===== src/rtl/delay_line_var_pkg.sv =====
// Shared definitions for the runtime-configurable FFT commutator delay line:
// sample-format defaults, lane access macro and depth helpers.
`ifndef FFT_SAMPLE_NB
`define FFT_SAMPLE_NB 32
`endif

// Lane k of a packed multi-lane bus of nb-bit samples.
`ifndef DLV_LANE
`define DLV_LANE(bus, k, nb) bus[(k)*(nb) +: (nb)]
`endif

package delay_line_var_pkg;

  localparam int NB_DEFAULT        = `FFT_SAMPLE_NB;
  localparam int NCH_DEFAULT       = 2;
  localparam int MAX_DEPTH_DEFAULT = 16;

  // Requested depth forced into 1..max_depth.
  function automatic int unsigned clamp_depth(input int unsigned req,
                                              input int unsigned max_depth);
    if (req == 0) return 1;
    if (req > max_depth) return max_depth;
    return req;
  endfunction

  // Address width for a ring of the given number of entries, at least 1 bit.
  function automatic int unsigned ring_addr_width(input int unsigned entries);
    if (entries <= 1) return 1;
    return $clog2(entries);
  endfunction

endpackage


===== src/rtl/delay_ring_ram.sv =====
// Simple dual-port storage for the delay line: one write port, one
// combinational read port, single clock. Write enable follows the line enable.
module delay_ring_ram #(
  parameter int W  = 65,
  parameter int N  = 15,
  parameter int AW = 4
) (
  input  logic          clk,
  input  logic          we,
  input  logic [AW-1:0] waddr,
  input  logic [W-1:0]  wdata,
  input  logic [AW-1:0] raddr,
  output logic [W-1:0]  rdata
);

  logic [W-1:0] mem [N];

  always_ff @(posedge clk) begin
    if (we) mem[waddr] <= wdata;
  end

  // Read returns the pre-write contents when raddr == waddr on a write edge.
  assign rdata = mem[raddr];

endmodule


===== src/rtl/delay_line_var.sv =====
// Enable-gated delay line of DEPTH (1..MAX_DEPTH) cycles for NCH lanes plus a
// valid flag; valid stays masked until the line is refilled after reset/cfg_load.
module delay_line_var
  import delay_line_var_pkg::*;
#(
  parameter  int NB        = NB_DEFAULT,
  parameter  int NCH       = NCH_DEFAULT,
  parameter  int MAX_DEPTH = MAX_DEPTH_DEFAULT,
  localparam int DW        = $clog2(MAX_DEPTH + 1)
) (
  input  logic              clk,
  input  logic              rst_n,
  input  logic              en,
  input  logic              cfg_load,
  input  logic [DW-1:0]     depth_cfg,
  input  logic              vld_in,
  input  logic [NCH*NB-1:0] data_in,
  output logic              vld_out,
  output logic [NCH*NB-1:0] data_out,
  output logic              fill_done
);

  localparam int DATA_W = NCH * NB;
  localparam int WORD_W = DATA_W + 1;
  localparam int RING_N = MAX_DEPTH - 1;
  localparam int AW     = ring_addr_width(RING_N);

  logic [AW-1:0]     wptr;
  logic [AW-1:0]     wptr_next;
  logic [AW-1:0]     raddr;
  logic [DW-1:0]     depth_q;
  logic [DW-1:0]     depth_new;
  logic [DW-1:0]     fill_cnt;
  logic [DW-1:0]     cnt_inc;
  logic              filled_next;
  logic [31:0]       wp_ext;
  logic [31:0]       lag_ext;
  logic [WORD_W-1:0] in_word;
  logic [WORD_W-1:0] ring_rdata;
  logic [WORD_W-1:0] out_word;

  assign depth_new = DW'(clamp_depth(32'(depth_cfg), MAX_DEPTH));
  assign in_word   = {vld_in, data_in};

  // The ring holds the first D-1 stages; the output register is stage D.
  assign wptr_next = (wptr == AW'(RING_N - 1)) ? '0 : wptr + AW'(1);
  assign wp_ext    = 32'(wptr);
  assign lag_ext   = 32'(depth_q) - 32'd1;
  assign raddr     = AW'((wp_ext >= lag_ext) ? (wp_ext - lag_ext)
                                             : (wp_ext + 32'(RING_N) - lag_ext));

  delay_ring_ram #(
    .W  (WORD_W),
    .N  (RING_N),
    .AW (AW)
  ) u_ring (
    .clk   (clk),
    .we    (en),
    .waddr (wptr),
    .wdata (in_word),
    .raddr (raddr),
    .rdata (ring_rdata)
  );

  // D=1 has no ring stages: the output register samples the input directly.
  assign out_word = (depth_q == DW'(1)) ? in_word : ring_rdata;

  assign cnt_inc     = (fill_cnt >= depth_q) ? depth_q : fill_cnt + DW'(1);
  assign filled_next = (cnt_inc == depth_q);

  always_ff @(posedge clk or negedge rst_n) begin
    if (!rst_n) begin
      wptr      <= '0;
      fill_cnt  <= '0;
      depth_q   <= DW'(MAX_DEPTH);
      data_out  <= '0;
      vld_out   <= 1'b0;
      fill_done <= 1'b0;
    end else begin
      if (en) begin
        wptr     <= wptr_next;
        data_out <= out_word[DATA_W-1:0];
      end
      // A reconfigure restarts the fill so no old-config sample is flagged valid.
      if (cfg_load) begin
        depth_q   <= depth_new;
        fill_cnt  <= en ? DW'(1) : '0;
        vld_out   <= 1'b0;
        fill_done <= 1'b0;
      end else if (en) begin
        fill_cnt  <= cnt_inc;
        vld_out   <= out_word[WORD_W-1] & filled_next;
        fill_done <= filled_next;
      end
    end
  end

endmodule


===== config.mk =====
export PLATFORM = sky130hd
export DESIGN_NAME = delay_line_var
export DESIGN_NICKNAME = d
export VERILOG_FILES = /design/src/rtl/delay_line_var_pkg.sv /design/src/rtl/delay_ring_ram.sv /design/src/rtl/delay_line_var.sv
export SDC_FILE = /design/constraint.sdc
export NUM_CORES = 1
export LEC_CHECK = 0
export CAP_MARGIN = 20
export CORE_UTILIZATION = 45
export DETAILED_ROUTE_END_ITERATION = 10
export SETUP_SLACK_MARGIN = 0.5
export SYNTH_ARGS = -nofsm -noshare
export SYNTH_HDL_FRONTEND = slang
export SYNTH_SLANG_ARGS = --single-unit

===== constraint.sdc =====
create_clock -name clk -period 8.1 [get_ports clk]
set_clock_uncertainty 0.1 [all_clocks]
set_input_delay 1.62 -clock clk [delete_from_list [all_inputs] [get_ports clk]]
set_output_delay 1.62 -clock clk [all_outputs]
set_load 0.005 [all_outputs]

==> qor.yml, run 1 <==
drt-total-wl_mm: 125
register_area_um2: 31300
vias: 27848
drtPass1Iterations: 8
final_max_slew_viol_count: 0
portBuffers: 139
vias_per_cell: 6.53
cts.reportedPaths.clkPinSlew_ps: 60
max_freq_ghz: 0.179
synth_nets: 2940
min-delay-path-class: "flop to flop"
grtUsageTotal_pct: 25.2
post_cts_resized: 0
relSlewSlack_pct: 22.2
p_total_mw: 19.3
clockBufferDepth: 3
worst-path-buf-inv: 2
seq_area_frac_synth_pct: 72.9
drive_above_1_share_pct: 9.10
die-area_um2: 96600
synth_edf_count: 975
yosys-top-cells-area: "edfxtp_1, a22oi_1, dfrtp_1"
synthFlopType: "edfxtp_1"
ioPinCount: 140
cts.root.buffer_cell: "clkbuf_16"
start_util_pct: 45.7
max_stage_delay_ps: 1010
cts-htree-levels: 3
setup_tns_ps: 0
peakVddDrop_mv: 0.707
synth_cells: 2851
die_width_um: 311
wl_per_cell_um: 29.2
async_flop_share_pct: 7.58
cp_cell_sequence: "inv_1 -> ha_4 -> a21boi_0 -> o21ai_2 -> a211oi_4 -> a31o_4 -> buf_4 -> a22oi_1 -> a32oi_1 -> nand3_1 -> nand3_1"
arrival_ps: 6080
netlist-cell-type-count: 67
fin_crit_ps: 5570
clock_sinks: 1055
cp-end-kind: "flop"
layout_commonest_cell: "edfxtp_1"
grt_max_degree: 106
tightest_slew_ps: 1170
powerDensity_nw_per_um2: 394
outcome: "complete, no violations"
cap_violations: 0
first_global_vias: 27436
crit_family: "compound AO/OA/AOI/OAI gates"
drc_errors: 0
place_hpwl_mm: 60.8
fillers: 7651
top_usage_layer: "met2"
finalSetupViolations: 0
fp.coreArea_um2: 93900
overflow: 0
use_met2_pct: 41.8
postCtsHoldBufs: 0
met3_usage_pct: 4.43
dieHeight_um: 311
row_count: 112
synth_seq_cells: 1055
synth_top_area_share_pct: 68.2
met1_usage_pct: 33.2
startpoint_type: "flop"
numCtsBuffers: 105
rsz0062_at_grt: "no"
cpMaxStageDelayCell: "a211oi_4"
ys_warn_count: 0
crit_type: "flop to flop"
syn_avg_cell_area_um2: 15.0
crit_fanout: 55
dpl_cell_area_um2: 45600
fin_util_pct: 52.1
grt_pass1_wl_mm: 181
timing.final.crit_share_pct: 68.8
drt_iter0_markers: 3529
hold_violations: 0
syn_to_final_growth_pct: 14.1
worstPathRequired_ps: 8610
antenna_left: 0
multiInputGateArea_um2: 10700
final_area_um2: 48900
fin_nets: 3011
gp_congestion: 0.802
layout_common_cells: "edfxtp_1, a22oi_1, nand2_1"
cts_tree: "yes"
power.leakage_nw: 15.6
clock_latency_ps: 670
netlist_area_um2: 42900
antenna_found_initial: 6
post_cts_buffers: 0
path_common_cell: "nand3_1"
synth_top_area_cell: "edfxtp_1"
## sequential cells by signal, indices dropped and copies added (netlist names)
| signal | flops |
|---|---|
| depth_q | 5 |
| wptr | 4 |
| fill_cnt | 5 |
| vld_out | 1 |
| fill_done | 1 |
| data_out | 64 |
| u_ring.mem | 975 |
## tightest hold or removal path, cell delays in order (launching register included)
cell and delay, ps:
dfrtp_1 360, nand2_1 60, nand3_1 50
## metrics by stage
stage / setup slack (ps) / hold slack, ps / cells
final: 2530 / 404 / 4267
after global routing: 2250 / 427 / 4266
after CTS: 2600 / 410 / 4265
after detailed placement: 2630 / 396 / 4069
after global placement: 2870 / 394 / 4069
after floorplan: -1110 / 371 / 2851
## cell families (layout without fill, tap and decap cells)
logic type / Yosys count / in the layout / synth area share [%]
AOI/OAI and AO/OA: 938 / 938 / 16.2
xor gates and xnor gates: 9 / 9 / 0.184
adders and majority gates: 15 / 15 / 0.472
buffers and inverters: 256 / 416 / 2.62
DFF: 1055 / 1055 / 72.9
muxes: 101 / 101 / 2.42
other: 0 / 2 / 0
and+or+nand+nor: 477 / 477 / 5.23
## power breakdown
part	internal (mW)	switching, mW	total (mW)
registers	6.57	0.339	6.91
clock network	2.69	2.04	4.73
logic	2.60	5.02	7.62
## final timing paths
| kind | from | to | slack, ps | cells past startpoint |
|---|---|---|---|---|
| worst max-delay path | wptr[0] | data_out[17] | 2530 | 11 |
| worst min-delay path | data_out[4] | data_out[4] | 400 | 2 |
| worst max register to register | wptr[0] | data_out[17] | 2530 | 11 |
| worst min register to register | data_out[4] | data_out[4] | 400 | 2 |
| max in group asynchronous | rst_n | data_out[12] | 5620 | 2 |
| min in group asynchronous | rst_n | data_out[33] | 910 | 1 |
## routing by layer
metal | vias up | share of wire, %
met1 | 14200 | 40
met2 | 1429 | 49
met3 | 254 | 8.2
met5 | - | 0.048
li1 | 11955 | -
met4 | 10 | 3.0
## cell usage after synthesis, types with 3 or more instances
cell and count:
edfxtp_1 975, a22oi_1 270, nand2_1 176, nand3_1 147, clkbuf_1 130, o21ai_0 120, mux2i_1 98, a221oi_1 93
a21oi_1 92, o22ai_1 91, dfrtp_1 79, buf_2 66, nand4_1 63, nor2_1 40, o211ai_1 33, a22o_1 28
a32oi_1 28, o221ai_1 28, o32a_1 28, buf_1 27, nor3_1 27, a211oi_1 22, o22a_1 21, inv_1 17
a221o_1 14, a222oi_1 14, a31o_1 13, ha_1 13, a221oi_2 10, a21o_1 8, buf_4 8, and3_1 7
buf_6 7, xnor2_1 7, nor4_1 6, o31ai_1 4, nand2b_1 3
## layout make-up
class                      instances  area share, %
tap                             1254           3.21
inverter                          18          0.143
sequential                      1055           63.9
timing repair buffer             202           3.90
clock buffer                     134           5.78
clock inverter                    62           1.08
antenna                            2         0.0102
multi-input combinational       1540           21.9
Note: power is estimated with default switching activity, not from simulation.
==> run 2: changes to the inputs <==
==> constraint.sdc (replaced) <==
create_clock -name clk -period 4.5 [get_ports clk]
set_clock_uncertainty 0.1 [all_clocks]
set_input_delay 0.9 -clock clk [delete_from_list [all_inputs] [get_ports clk]]
set_output_delay 0.9 -clock clk [all_outputs]
set_load 0.005 [all_outputs]
==> run 2 against run 1 <==
Net effect: die area stayed put; non-clock buffer count is 52 higher; final area is 2.4% higher; sequential power is 79% higher; flip-flop and latch count stayed put; critical path type unchanged.
==> qor.yml, run 2 (same netlist as run 1, synthesis figures left out) <==
grt_pass1_wl_mm: 186
largest_register_ff_count: 975
cts.root.buffer_cell: "clkbuf_16"
start_util_pct: 45.7
clock_latency_ps: 690
place_hpwl_mm: 64.1
row_count: 112
layout_common_cells: "edfxtp_1, a22oi_1, nand2_1"
numCtsBuffers: 106
fin_crit_ps: 3970
grtUsageTotal_pct: 25.7
rsz0062_at_grt: "no"
drc_errors: 0
tightest_slew_ps: 1010
switching_share_pct: 38.1
timing.final.crit_share_pct: 88.2
cts_tree: "yes"
drtPass1Iterations: 8
crit_type: "flop to flop"
combinationalPowerShare_pct: 41.9
place_ws_ps: 255
clock_sinks: 1055
postCtsHoldBufs: 0
final_max_slew_viol_count: 0
cts.reportedPaths.clkPinSlew_ps: 60
die_width_um: 311
powerDensity_nw_per_um2: 728
fp.coreArea_um2: 93900
r2r-end: "data_out[12]"
vias: 28443
portBuffers: 139
grt_max_degree: 134
max_flop_register: "u_ring.mem"
ioPinCount: 140
overflow: 0
dieHeight_um: 311
finalSetupViolations: 0
wl_per_cell_um: 29.7
arrival_ps: 4480
r2r_slack_ps: 530
power.leakage_nw: 16.1
vias_per_cell: 6.57
worstPathRequired_ps: 5010
peakVddDrop_mv: 0.989
p_int_mw: 22.6
cp-end-kind: "flop"
clockBufferDepth: 3
cap_violations: 0
crit_fanout: 29
p_total_mw: 36.5
first_global_vias: 28043
fin_util_pct: 53.4
p_clk_share_pct: 24.1
reg2reg_depth: 11
max_freq_ghz: 0.252
hold_violations: 0
seq_power_share_pct: 34.0
crit-reg2reg-launch: "depth_q[0]"
layout_commonest_cell: "edfxtp_1"
fin_ws_ps: 531
drt_iter0_markers: 3727
cts-htree-levels: 3
antenna_left: 0
setup_tns_ps: 0
relSlewSlack_pct: 32.9
drt-total-wl_mm: 128
die-area_um2: 96600
reg_top3: "u_ring.mem x975, data_out x64"
antenna_found_initial: 9
syn_to_final_growth_pct: 16.8
fillers: 7512
p_sw_mw: 13.9
min-delay-path-class: "input pin to asynchronous set/reset pin"
startpoint_type: "flop"
drive_above_1_share_pct: 10.7
gp_congestion: 0.802
outcome: "complete, no violations"
fin_nets: 3066
## run 2: cell count changes in the layout (fill, tap and decap cells not counted), moves of 8 or more
| cell | previous run | this run |
|---|---|---|
| buf_12 | 4 | 37 |
| clkbuf_1 | 23 | 41 |
| clkinv_2 | 26 | 10 |
| buf_4 | 61 | 69 |
| clkbuf_8 | 3 | 12 |
## run 2: final cells by class
type                            count  area [um2]  area share [%]
Clock buffer                      159        2980            5.95
Timing Repair Buffer              254        2830            5.65
Antenna cell                        4        10.0          0.0200
Tap cell                         1254        1570            3.13
Inverter                           18        70.1           0.140
Sequential cell                  1055       31300            62.4
Multi-Input combinational cell   1542       10900            21.7
Clock inverter                     40         507            1.01
## run 2: worst max path at each step
stage	start	end	slack [ps]	cells after the start
2_1_floorplan	en	u_ring.mem[9][0]	-70	4
3_3_place_gp	depth_q[0]	vld_out	400	13
3_5_place_dp	depth_q[0]	data_out[53]	260	13
4_1_cts	depth_q[0]	data_out[36]	510	13
5_1_grt	depth_q[0]	vld_out	490	14
6_report	depth_q[0]	data_out[12]	530	11
## run 2: critical path: stages, from the launching register on
cell and delay [ps]:
dfrtp_2 440, inv_1 140, ha_1 380, inv_1 70, fa_1 550, buf_4 260, nor4_4 530, buf_4 570
a221oi_1 200, a32oi_1 370, nand3_1 140, nand3_1 110
## run 2: per-stage QoR
step | hold slack (ps) | area [um2] | cells
after detailed placement | 390 | 46300 | 4107
after floorplan | 370 | 43000 | 2851
final | 194 | 50100 | 4326
after global routing | 233 | 50100 | 4326
after CTS | 205 | 49800 | 4306
after global placement | 392 | 46300 | 4107
## run 2: power groups by stage
stage	Combinational (mW)	Sequential, mW	Clock, mW
floorplan	9.00	12.4	0
global placement	14.4	12.6	0
detailed placement	14.6	12.6	0
CTS	14.7	12.4	8.91
global route	16.3	12.5	9.25
finish	15.3	12.4	8.79
## run 2: routing by layer
| layer | wire length, um | vias to the layer above | track usage, % |
|---|---|---|---|
| met5 | 60 | - | 0 |
| met4 | 3180 | 10 | 8.24 |
| met3 | 11100 | 239 | 3.95 |
| met2 | 61700 | 1558 | 41.9 |
| met1 | 52400 | 14564 | 35.6 |
| li1 | - | 12072 | - |
## run 2: timing repair
action	CTS	global route
pin swaps	0	5
resized for setup	9	15
cloned	0	3
setup buffers	0	13
endpoints found under the hold margin	0	0
setup endpoints to repair	65	65
